<file path="config.mk">
export PLATFORM = sky130hd
export DESIGN_NAME = sgdma_descriptor_fetch
export DESIGN_NICKNAME = d
export VERILOG_FILES = /design/src/rtl/sgdma_descriptor_fetch.sv
export SDC_FILE = /design/constraint.sdc
export NUM_CORES = 1
export LEC_CHECK = 0
export ABC_AREA = 1
export BUFFER_PORTS_ARGS = -buffer_cell sky130_fd_sc_hd__buf_2
export CAP_MARGIN = 20
export CORE_ASPECT_RATIO = 0.8
export CORE_UTILIZATION = 51
export CTS_BUF_LIST = sky130_fd_sc_hd__clkbuf_16
export CTS_CLUSTER_DIAMETER = 80
export DETAILED_ROUTE_END_ITERATION = 12
export PLACE_DENSITY_LB_ADDON = 0.25
export SETUP_SLACK_MARGIN = 0.1
export SYNTH_ARGS = -nofsm -noshare
export SYNTH_HDL_FRONTEND = slang
export SYNTH_SLANG_ARGS = --single-unit
</file>
<file path="constraint.sdc">
create_clock -name clk -period 2.5 [get_ports clk]
set_clock_uncertainty 0.1 [all_clocks]
set_input_delay 0.25 -clock clk [delete_from_list [all_inputs] [get_ports clk]]
set_output_delay 0.25 -clock clk [all_outputs]
set_load 0.05 [all_outputs]
</file>
<file path="src/rtl/sgdma_descriptor_fetch.sv">
// Descriptor-chain walker: fetches 4-word descriptors, hands them to the data
// mover and writes status back. Optional chain-complete irq: SGDMA_DESC_FETCH_IRQ_EN.
module sgdma_descriptor_fetch #(
  parameter int ADDR_W    = 10,
  parameter int DATA_W    = 32,
  parameter int MAX_CHAIN = 256
) (
  input  logic                clk,
  input  logic                reset,
  input  logic                start,
  input  logic [ADDR_W-1:0]   start_ptr,
  input  logic                stop,
  output logic                busy,
  output logic [2:0]          err,
  output logic [ADDR_W-1:0]   m_address,
  output logic                m_read,
  input  logic [DATA_W-1:0]   m_readdata,
  output logic                m_write,
  output logic [DATA_W/8-1:0] m_byteenable,
  output logic [DATA_W-1:0]   m_writedata,
  output logic                d_valid,
  input  logic                d_ready,
  output logic [31:0]         d_src,
  output logic [31:0]         d_dst,
  output logic [15:0]         d_len,
  output logic                d_eop,
  input  logic                done,
  input  logic [15:0]         done_len,
  input  logic [7:0]          done_status,
  output logic                irq,
  input  logic                irq_clear
);

  localparam int BE_W = DATA_W / 8;
  localparam int CW   = $clog2(MAX_CHAIN + 1);

  localparam logic [2:0] S_IDLE    = 3'd0;
  localparam logic [2:0] S_FETCH   = 3'd1;
  localparam logic [2:0] S_CHECK   = 3'd2;
  localparam logic [2:0] S_PRESENT = 3'd3;
  localparam logic [2:0] S_WAIT    = 3'd4;
  localparam logic [2:0] S_WB      = 3'd5;
  localparam logic [2:0] S_ADV     = 3'd6;

  logic [2:0]        state_q, state_d;
  logic [ADDR_W-1:0] ptr_q, ptr_d;
  logic [CW-1:0]     chain_q, chain_d;
  logic [2:0]        fcnt_q, fcnt_d;
  logic              wb_q, wb_d;
  logic [31:0]       src_q, src_d;
  logic [31:0]       dst_q, dst_d;
  logic [15:0]       len_q, len_d;
  logic              eop_q, eop_d;
  logic              own_q, own_d;
  logic [ADDR_W-1:0] nxt_q, nxt_d;
  logic [15:0]       dlen_q, dlen_d;
  logic [7:0]        dstat_q, dstat_d;
  logic [2:0]        err_q, err_d;
  logic              stop_q, stop_d;

  always_comb begin
    state_d = state_q;
    ptr_d   = ptr_q;
    chain_d = chain_q;
    fcnt_d  = fcnt_q;
    wb_d    = wb_q;
    src_d   = src_q;
    dst_d   = dst_q;
    len_d   = len_q;
    eop_d   = eop_q;
    own_d   = own_q;
    nxt_d   = nxt_q;
    dlen_d  = dlen_q;
    dstat_d = dstat_q;
    err_d   = err_q;
    stop_d  = stop_q | ((state_q != S_IDLE) & stop);

    unique case (state_q)
      S_IDLE: begin
        if (start) begin
          ptr_d   = start_ptr;
          err_d   = 3'd0;
          chain_d = '0;
          fcnt_d  = 3'd0;
          stop_d  = 1'b0;
          state_d = S_FETCH;
        end
      end
      S_FETCH: begin
        fcnt_d = fcnt_q + 3'd1;
        // word k arrives the cycle after its read, i.e. at fcnt k+1
        case (fcnt_q)
          3'd1: src_d = m_readdata[31:0];
          3'd2: dst_d = m_readdata[31:0];
          3'd3: begin
            own_d = m_readdata[31];
            eop_d = m_readdata[30];
            len_d = m_readdata[15:0];
          end
          3'd4: begin
            nxt_d   = m_readdata[ADDR_W-1:0];
            fcnt_d  = 3'd0;
            state_d = S_CHECK;
          end
          default: ;
        endcase
      end
      S_CHECK: begin
        if (!own_q) begin
          state_d = S_IDLE;
        end else if (len_q == 16'd0) begin
          err_d   = 3'd1;
          state_d = S_IDLE;
        end else if (nxt_q[1:0] != 2'b00) begin
          err_d   = 3'd2;
          state_d = S_IDLE;
        end else if (chain_q == CW'(MAX_CHAIN)) begin
          err_d   = 3'd3;
          state_d = S_IDLE;
        end else if (stop_d) begin
          state_d = S_IDLE;
        end else begin
          state_d = S_PRESENT;
        end
      end
      S_PRESENT: begin
        if (d_ready) state_d = S_WAIT;
      end
      S_WAIT: begin
        if (done) begin
          dlen_d  = done_len;
          dstat_d = done_status;
          wb_d    = 1'b0;
          state_d = S_WB;
        end
      end
      S_WB: begin
        wb_d = 1'b1;
        if (wb_q) state_d = S_ADV;
      end
      S_ADV: begin
        chain_d = chain_q + CW'(1);
        ptr_d   = nxt_q;
        fcnt_d  = 3'd0;
        state_d = stop_d ? S_IDLE : S_FETCH;
      end
      default: state_d = S_IDLE;
    endcase

    if (state_d == S_IDLE) stop_d = 1'b0;
  end

  always_ff @(posedge clk) begin
    if (reset) begin
      state_q <= S_IDLE;
      ptr_q   <= '0;
      chain_q <= '0;
      fcnt_q  <= 3'd0;
      wb_q    <= 1'b0;
      src_q   <= '0;
      dst_q   <= '0;
      len_q   <= '0;
      eop_q   <= 1'b0;
      own_q   <= 1'b0;
      nxt_q   <= '0;
      dlen_q  <= '0;
      dstat_q <= '0;
      err_q   <= 3'd0;
      stop_q  <= 1'b0;
    end else begin
      state_q <= state_d;
      ptr_q   <= ptr_d;
      chain_q <= chain_d;
      fcnt_q  <= fcnt_d;
      wb_q    <= wb_d;
      src_q   <= src_d;
      dst_q   <= dst_d;
      len_q   <= len_d;
      eop_q   <= eop_d;
      own_q   <= own_d;
      nxt_q   <= nxt_d;
      dlen_q  <= dlen_d;
      dstat_q <= dstat_d;
      err_q   <= err_d;
      stop_q  <= stop_d;
    end
  end

  assign busy    = (state_q != S_IDLE);
  assign err     = err_q;
  assign m_read  = (state_q == S_FETCH) && !fcnt_q[2];
  assign m_write = (state_q == S_WB);

  always_comb begin
    m_address = '0;
    if (m_read)
      m_address = ptr_q + ADDR_W'(fcnt_q[1:0]);
    else if (m_write)
      m_address = ptr_q + ADDR_W'(2);
  end

  // first beat updates len/status under byte 3; second beat clears OWN alone
  assign m_byteenable = !m_write ? '0
                      : wb_q ? BE_W'(4'b1000)
                      : BE_W'(4'b0111);
  assign m_writedata = (m_write && !wb_q)
                     ? DATA_W'({8'h00, dstat_q, dlen_q})
                     : '0;

  assign d_valid = (state_q == S_PRESENT);
  assign d_src   = src_q;
  assign d_dst   = dst_q;
  assign d_len   = len_q;
  assign d_eop   = eop_q;

`ifdef SGDMA_DESC_FETCH_IRQ_EN
  logic irq_q;
  always_ff @(posedge clk) begin
    if (reset)
      irq_q <= 1'b0;
    else if (state_q != S_IDLE && state_d == S_IDLE)
      irq_q <= 1'b1;
    else if (irq_clear)
      irq_q <= 1'b0;
  end
  assign irq = irq_q;
`else
  logic unused_irq_clear;
  assign unused_irq_clear = irq_clear;
  assign irq = 1'b0;
`endif

endmodule

</file>
==> Flow_metrics.wiki, run 1 <==
{| class="wikitable"
! Metric !! Value
|-
| Worst slew pin tran || between 0.7 and 0.8 ns
|-
| H-tree depth || 4
|-
| Worst min-delay path category || input pin to flop
|-
| CTS tree || built
|-
| Number of vias per cell after detailed routing || roughly 5.1
|-
| Global-route wire length before repair || 27000 µm
|-
| CP max stage delay || 0.37 ns
|-
| Total wirelength of the detailed-routed design || ~17000 µm
|-
| Worst setup path class || flop to output pin
|-
| Starting DRC count in detailed routing || 528
|-
| Final antenna-violating net count || 0
|-
| CTS buffer count || 17
|-
| Post-placement worst setup slack || approximately 0.12 ns
|-
| Final weighted congestion in routability-driven placement || approximately 0.87
|-
| Final HPWL from detailed placement || 11700 µm
|-
| PwrDens || around 720 nW/µm²
|-
| Max-capacitance violation count || 0
|-
| Result of the run || complete, but fails checks
|-
| Sw Share || 24.9%
|-
| Post-synth ARST share || 0%
|-
| Top cells by area, synth || sky130_fd_sc_hd__dfxtp_1 46%, sky130_fd_sc_hd__nor2_1 13%, sky130_fd_sc_hd__o21ai_0 9.5%
|-
| Die X-Extent || 126 µm
|-
| Largest net degree at the start of global routing || 50
|-
| Comb power frac || a little over a tenth
|-
| Number of enable flip-flop cells after synthesis || 0
|-
| Number of rows in the core area || 35
|-
| Die height || 101 µm
|-
| Cell type with the highest aggregate area in the netlist || sky130_fd_sc_hd__dfxtp_1
|-
| Maximum clock rate || 398 MHz
|-
| Ordered cell list for the critical path || ha_4 > inv_2 > fa_2 > nor2_4 > nand2_2 > inv_2 > nand2_1 > a21oi_1 > o21ai_1 > o31ai_1 > buf_4
|-
| Int Pwr || 4.29 mW
|-
| Number of synthesis warnings || 0
|-
| Cell area after synthesis || 6260 µm²
|-
| Count of endpoints failing hold in the final timing report || 0
|-
| Via count of the first global-routing pass || 5391
|-
| Seq pwr share || 42.3%
|-
| Setup repair after global routing missed its margin || yes
|-
| Leading cell type in the layout, fill and taps excluded || sky130_fd_sc_hd__nor2_1
|-
| Startpoint type of the worst setup path || flop
|-
| Final count of pins violating max slew || 0
|-
| Worst-path clk slew || 0.06 ns
|-
| Starting Density || 53.3%
|-
| Register bit total from synthesis || 145
|-
| Clk pwr share || 47.2%
|-
| Most used cell, CP || sky130_fd_sc_hd__inv_2
|-
| Clock period minus final worst setup slack || 2.51 ns
|-
| Total congestion overflow after global routing || 0
|-
| Final worst hold slack || ~0.011 ns
|-
| Data required time at the worst endpoint || roughly 2.2 ns
|-
| Max Fanout on Critical Path || 3
|-
| Tot GR Track Use || 26.9%
|-
| Total Die Area || 12700 µm²
|-
| Area after DPL || approximately 7000 µm²
|-
| Number of distinct library cell variants in the gate-level netlist after synthesis || 35
|-
| First-pass detailed-route iteration total || 6
|-
| Count of input and output buffers || 196
|-
| Fillers || 1024
|-
| Number of instances in the synthesized netlist || 849
|-
| Total vias in the final route || 6135
|-
| Setup violation total in the final timing report || 1
|-
| Minimum setup slack in the final design || -0.00995 ns
|-
| Per-instance average area after synthesis || 7.37 µm²
|-
| Worst-path cell with the longest stage delay || sky130_fd_sc_hd__fa_2
|-
| Register area || just under 3000 µm²
|-
| Worst ir drop on vdd || ~0.00054 V
|-
| Initial antenna violation count || 0
|-
| Fraction of layout cells with a size suffix above 1 || between 20% and 30%
|-
| Area used by multi-input combinational logic || 2810 µm²
|-
| Violated checks || setup timing
|-
| Clock net sink count || 145
|-
| Ant. Diodes || 0
|-
| Core region area || 11700 µm²
|-
| Final core occ || 67.9%
|-
| Worst slew margin relative to its limit || 51.6%
|-
| Number of top-level pins || 208
|-
| Share of Yosys cell area claimed by the top area cell type || 46.4%
|-
| Post-synth top flop || sky130_fd_sc_hd__dfxtp_1
|-
| Data arrival time of the critical path || 2.16 ns
|-
| Root cell of the clock tree || sky130_fd_sc_hd__clkbuf_16
|-
| Type of destination of the critical path || output pin
|-
| Sequential area share after synthesis || 46.4%
|-
| Leakage power figure || 3.63 nW
|-
| Final routed wire length divided by cell count || 14.2 µm
|-
| Leading cell types in the layout, fill and taps excluded || 207 x sky130_fd_sc_hd__nor2_1, 190 x sky130_fd_sc_hd__buf_2, 137 x sky130_fd_sc_hd__dfxtp_1
|-
| Final period util || 100%
|-
| Maximum number of buffers from clock root to sink || 2
|-
| Total Nets Final || 1119
|-
| Net switching power || 1.42 mW
|-
| Number of remaining DRC errors || 0
|-
| Area growth from synthesis to final layout || 27.2%
|-
| Later-pin clock latency in the skew report || 0.41 ns
|-
| Post-route cell area || 7960 µm²
|}
[cell families after synthesis]
logic type	synth area share, %
and+or+nand+nor	22.8
AOI/OAI and AO/OA	18.0
DFF	46.4
buffers and inverters	10.1
adders and majority gates	2.32
xor gates and xnor gates	0.280
other	0.0599
[sequential cells by signal, indices dropped and copies added (netlist names), 8 cells and up]
register,cells
d_src,32
d_dst,32
chain_q,9
dlen_q,16
dstat_q,8
d_len,16
ptr_q,10
nxt_q,10
[path summary, 6_finish.rpt]
kind / start / end / slack, ns / depth (start not counted)
worst max-delay path: ptr_q[0] / m_address[6] / -0.01 / 11
worst min-delay path: m_readdata[18] / d_dst[18] / 0.01 / 3
worst max register to register: state_q[0] / d_len[14] / 0.38 / 5
worst min register to register: dlen_q[14] / dlen_q[14] / 0.35 / 2
[metrics by stage]
stage	TNS, ns	cells	total power, mW
final	-0.00995	1194	5.71
after global routing	-0.269	1194	5.91
after global placement	0	1157	3.03
after CTS	0	1194	5.72
after detailed placement	0	1157	3.04
after floorplan	0	858	2.87
[power by group through the flow]
stage | Sequential [mW] | Combinational (mW) | Clock [mW]
floorplan | 2.54 | 0.329 | 0
CTS | 2.41 | 0.592 | 2.72
global route | 2.42 | 0.653 | 2.83
global placement | 2.46 | 0.570 | 0
detailed placement | 2.46 | 0.576 | 0
finish | 2.42 | 0.600 | 2.69
[cell usage after synthesis, drive strengths merged, types with 5 or more instances]
cell / n
inv: 73
o221ai: 6
nand2: 93
o21ai: 120
clkbuf: 24
a21oi: 70
a31oi: 5
buf: 33
dfxtp: 145
nand3: 30
nor3: 6
nor2: 214
ha: 10
[area by class of cell]
type	instances	area share (%)
clock buffer	17	5.34
clock inverter	13	2.44
inverter	73	3.44
multi-input combinational	583	35.3
sequential	145	36.6
tap	148	2.33
timing repair buffer	215	14.5
[layer usage]
layer	vias to the layer above	global-route usage (%)	wire length, µm
met5	-	0	0
li1	3111	-	-
met2	227	43.1	7800
met4	0	9.18	249
met3	25	4.78	1170
met1	2772	36.9	7790
[critical path, delay by kind of cell (launching register included)]
| kind | cells | cell delay, ns |
|---|---|---|
| simple gates | 3 | 0.24 |
| buf+inv | 3 | 0.35 |
| flops | 1 | 0.36 |
| fa+ha+maj | 2 | 0.53 |
| compound gates | 3 | 0.28 |
[what timing repair did]
action,in CTS,in global routing
setup buffers,3,0
hold endpoints to repair,6,0
endpoints found under the setup margin,5,35
resized for setup,18,20
hold buffers,4,0
pin swaps,2,0
Power figures use the tool's default switching activity.
==> inputs of run 2 (changes only) <==
- ABC_AREA: 1 -> default
==> Flow_metrics.wiki, run 2 <==
{| class="wikitable"
! Metric !! Value
|-
| CTS buffer count || 17 (unchanged)
|-
| Final count of pins violating max slew || 0 (unchanged)
|-
| Final period util || 97.2% (was 100%)
|-
| CP max stage delay || 0.40 ns (was 0.37 ns)
|-
| Initial antenna violation count || 0 (unchanged)
|-
| Type of destination of the critical path || output pin (unchanged)
|-
| Startpoint type of the worst setup path || flop (unchanged)
|-
| Number of synthesis warnings || 0 (unchanged)
|-
| Data arrival time of the critical path || 2.08 ns (was 2.16 ns)
|-
| Share of Yosys cell area claimed by the top area cell type || 45.7% (was 46.4%)
|-
| Number of enable flip-flop cells after synthesis || 0 (unchanged)
|-
| Clock period minus final worst setup slack || 2.43 ns (was 2.51 ns)
|-
| Final antenna-violating net count || 0 (unchanged)
|-
| Leading cell types in the layout, fill and taps excluded || 255 x sky130_fd_sc_hd__nand2_1, 163 x sky130_fd_sc_hd__buf_2, 136 x sky130_fd_sc_hd__dfxtp_1 (was 207 x sky130_fd_sc_hd__nor2_1, 190 x sky130_fd_sc_hd__buf_2, 137 x sky130_fd_sc_hd__dfxtp_1)
|-
| Clock net sink count || 145 (unchanged)
|-
| Worst ir drop on vdd || 0.000446 V (was 0.000542 V)
|-
| Setup violation total in the final timing report || 0 (was 1)
|-
| Sum of negative setup slack || 0 ns (was -0.00995 ns)
|-
| Top cells by instance count after synthesis || 256 x sky130_fd_sc_hd__nand2_1, 145 x sky130_fd_sc_hd__dfxtp_1, 87 x sky130_fd_sc_hd__a21oi_1, 56 x sky130_fd_sc_hd__a21oi_2, 36 x sky130_fd_sc_hd__clkbuf_1 (was 210 x sky130_fd_sc_hd__nor2_1, 145 x sky130_fd_sc_hd__dfxtp_1, 119 x sky130_fd_sc_hd__o21ai_0, 90 x sky130_fd_sc_hd__nand2_1, 70 x sky130_fd_sc_hd__a21oi_1)
|-
| Ordered cell list for the critical path || ha_4 > inv_2 > fa_2 > buf_6 > o21ai_2 > o21ai_2 > a21oi_2 > a21oi_2 > buf_6 (was ha_4 > inv_2 > fa_2 > nor2_4 > nand2_2 > inv_2 > nand2_1 > a21oi_1 > o21ai_1 > o31ai_1 > buf_4)
|-
| Register bit total from synthesis || 145 (unchanged)
|-
| Worst-path cell with the longest stage delay || sky130_fd_sc_hd__fa_2 (unchanged)
|-
| Hold Path Depth || 3 (unchanged)
|-
| Result of the run || finished clean (was complete, but fails checks)
|-
| Count of endpoints failing hold in the final timing report || 0 (unchanged)
|-
| Net switching power || 1.38 mW (was 1.42 mW)
|-
| Fraction of layout cells with a size suffix above 1 || 34.0% (was 26.1%)
|-
| Root cell of the clock tree || sky130_fd_sc_hd__clkbuf_16 (unchanged)
|-
| Clk pwr share || 46.4% (was 47.2%)
|-
| Per-instance average area after synthesis || 7.86 µm² (was 7.37 µm²)
|-
| Number of distinct library cell variants in the gate-level netlist after synthesis || 42 (was 35)
|-
| Sequential area share after synthesis || 45.7% (was 46.4%)
|-
| Number of remaining DRC errors || 0 (unchanged)
|-
| Total Nets Final || 1133 (was 1119)
|-
| Top cells by area, synth || sky130_fd_sc_hd__dfxtp_1 46%, sky130_fd_sc_hd__nand2_1 15%, sky130_fd_sc_hd__a21oi_2 7.7% (was sky130_fd_sc_hd__dfxtp_1 46%, sky130_fd_sc_hd__nor2_1 13%, sky130_fd_sc_hd__o21ai_0 9.5%)
|-
| Via count of the first global-routing pass || 5928 (was 5391)
|-
| Number of instances in the synthesized netlist || 808 (was 849)
|-
| Seq pwr share || 43.2% (was 42.3%)
|-
| PwrDens || 615 nW/µm² (was 717 nW/µm²)
|-
| Leading cell type in the layout, fill and taps excluded || sky130_fd_sc_hd__nand2_1 (was sky130_fd_sc_hd__nor2_1)
|-
| Final worst hold slack || 0.0188 ns (was 0.0112 ns)
|-
| Dominant cell by count in the synthesized netlist || sky130_fd_sc_hd__nand2_1 (was sky130_fd_sc_hd__nor2_1)
|-
| Cell area after synthesis || 6350 µm² (was 6260 µm²)
|-
| Max-capacitance violation count || 0 (unchanged)
|-
| Later-pin clock latency in the skew report || 0.41 ns (about the same)
|-
| Int Pwr || 4.11 mW (was 4.29 mW)
|-
| Area growth from synthesis to final layout || 40.8% (was 27.2%)
|-
| Ant. Diodes || 0 (unchanged)
|-
| Max Fanout on Critical Path || 5 (was 3)
|-
| Kind of cell with the highest combined delay on the critical path || adder cells (unchanged)
|-
| Die height || 102 µm (was 101 µm)
|-
| H-tree depth || 4 (unchanged)
|-
| Total wirelength of the detailed-routed design || 19000 µm (was 17000 µm)
|-
| Beginning of the worst hold path || m_readdata[13] (was m_readdata[18])
|-
| Register-to-Register Path Depth || 7 (was 5)
|-
| Number of rows in the core area || 36 (was 35)
|-
| Starting Density || 52.2% (was 53.3%)
|-
| Number of top-level pins || 208 (unchanged)
|-
| Setup repair after global routing missed its margin || yes (unchanged)
|-
| Post-synth ARST share || 0% (unchanged)
|-
| Min-Delay Endpoint || d_len[13] (was d_dst[18])
|-
| Final routed wire length divided by cell count || 15.7 µm (was 14.2 µm)
|-
| Tot GR Track Use || 29.5% (was 26.9%)
|-
| Worst slew pin tran || 0.625 ns (was 0.724 ns)
|-
| Final weighted congestion in routability-driven placement || 0.858 (was 0.873)
|-
| Post-synth top flop || sky130_fd_sc_hd__dfxtp_1 (unchanged)
|-
| Total vias in the final route || 6403 (was 6135)
|-
| Non-Filler Instances || 1214 (was 1194)
|-
| Starting DRC count in detailed routing || 485 (was 528)
|-
| Cell type with the highest aggregate area in the netlist || sky130_fd_sc_hd__dfxtp_1 (unchanged)
|-
| Core region area || 12200 µm² (was 11700 µm²)
|-
| Worst setup path class || flop to output pin (unchanged)
|-
| Largest net degree at the start of global routing || 59 (was 50)
|-
| Area after DPL || 7420 µm² (was 7190 µm²)
|-
| Maximum clock rate || 411 MHz (was 398 MHz)
|-
| First-pass detailed-route iteration total || 5 (was 6)
|-
| Final HPWL from detailed placement || 11700 µm (about the same)
|-
| End of the worst register-to-register path || d_src[23] (was d_len[14])
|-
| Sw Share || 25.2% (was 24.9%)
|-
| Leakage power figure || 3.64 nW (was 3.63 nW)
|-
| Number of vias per cell after detailed routing || 5.27 (was 5.14)
|-
| Count of input and output buffers || 196 (unchanged)
|-
| Worst path bufs/invs || 3 (unchanged)
|-
| Placed Cells incl. Taps || 1121 (was 1157)
|-
| Origin of the critical flop-to-flop path || state_q[2] (was state_q[0])
|-
| Total congestion overflow after global routing || 0 (unchanged)
|-
| Worst-path clk slew || 0.06 ns (about the same)
|-
| Maximum number of buffers from clock root to sink || 2 (unchanged)
|-
| Global-route wire length before repair || 29900 µm (was 27000 µm)
|-
| Worst slew margin relative to its limit || 58.2% (was 51.6%)
|-
| Total Die Area || 12900 µm² (was 12700 µm²)
|-
| Post-route cell area || 8940 µm² (was 7960 µm²)
|-
| CTS tree || built (unchanged)
|-
| Worst min-delay path category || input pin to flop (unchanged)
|-
| Data required time at the worst endpoint || 2.15 ns (about the same)
|-
| Die X-Extent || 127 µm (was 126 µm)
|-
| Comb power frac || 10.4% (was 10.5%)
|-
| Register-to-register path setup slack || 0.52 ns (was 0.38 ns)
|}
-- run 2: area by class of cell --
type / count / area, µm²
Timing Repair Buffer: 278 / 1930
Clock inverter: 15 / 171
Clock buffer: 17 / 425
Multi-Input combinational cell: 592 / 3240
Timing Repair inverter: 1 / 5.00
Sequential cell: 145 / 2920
Inverter: 14 / 58.8
Fill cell: 931 / 3220
Tap cell: 152 / 190
-- run 2: per-stage QoR --
stage               worst slack, ns  util, %  power [mW]
global route               -0.00696     73.5        5.69
finish                       0.0694     73.5        5.50
global placement              0.178     61.0        2.88
CTS                          0.0849     72.0        5.50
floorplan                     0.112        -        2.74
detailed placement            0.197     61.0        2.89
-- run 2: worst register-to-register path, stage by stage, from the launching register on --
cell and delay [ns]:
sky130_fd_sc_hd__dfxtp_1 0.30, sky130_fd_sc_hd__nand2b_1 0.16, sky130_fd_sc_hd__or3_4 0.42, sky130_fd_sc_hd__inv_4 0.17
sky130_fd_sc_hd__and2_1 0.14, sky130_fd_sc_hd__buf_4 0.32, sky130_fd_sc_hd__nand2_1 0.15, sky130_fd_sc_hd__a21oi_2 0.14
-- run 2: kinds of logic (layout without fill, tap and decap cells) --
family | after synthesis | in the layout | synth area share [%]
AOI/OAI and AO/OA | 195 | 195 | 19.8
xor gates and xnor gates | 1 | 1 | 0.138
adders and majority gates | 11 | 11 | 2.28
buffers and inverters | 80 | 325 | 6.56
DFF | 145 | 145 | 45.7
muxes | 1 | 1 | 0.158
other | 1 | 10 | 0.0590
and+or+nand+nor | 374 | 374 | 25.3
-- run 2: routing by layer --
metal	part of all wire [%]	wire length [µm]	vias to the layer above	track usage [%]
met4	1.9	354	0	11.9
li1	-	-	3165	-
met3	6.5	1230	33	7.80
met1	45	8590	2959	38.0
met5	0	0	-	0
met2	47	8840	246	47.7
-- run 2: how the worst max path moves through the flow --
stage | startpoint | end | slack [ns] | depth (start not counted)
floorplan | fcnt_q[0] | m_address[8] | 0.11 | 6
global placement | fcnt_q[0] | m_address[8] | 0.18 | 7
detailed placement | fcnt_q[0] | m_address[8] | 0.20 | 7
CTS | state_q[2] | m_address[8] | 0.08 | 6
global route | fcnt_q[0] | m_address[6] | -0.007 | 9
finish | fcnt_q[0] | m_address[6] | 0.07 | 9
-- run 2: repair_timing --
action | in CTS | in global routing
endpoints found under the hold margin | 66 | 0
resized for setup | 88 | 26
buffers inserted | 3 | 10
hold buffers | 44 | 0
setup endpoints to repair | 37 | 35
cloned | 3 | 1
pin swaps | 6 | 4
-- run 2: power groups by stage --
stage | clock network, mW | logic [mW] | registers (mW)
after floorplan | 0 | 0.284 | 2.46
after global placement | 0 | 0.462 | 2.42
after detailed placement | 0 | 0.463 | 2.42
after CTS | 2.59 | 0.539 | 2.37
after global routing | 2.71 | 0.606 | 2.38
final | 2.55 | 0.570 | 2.38
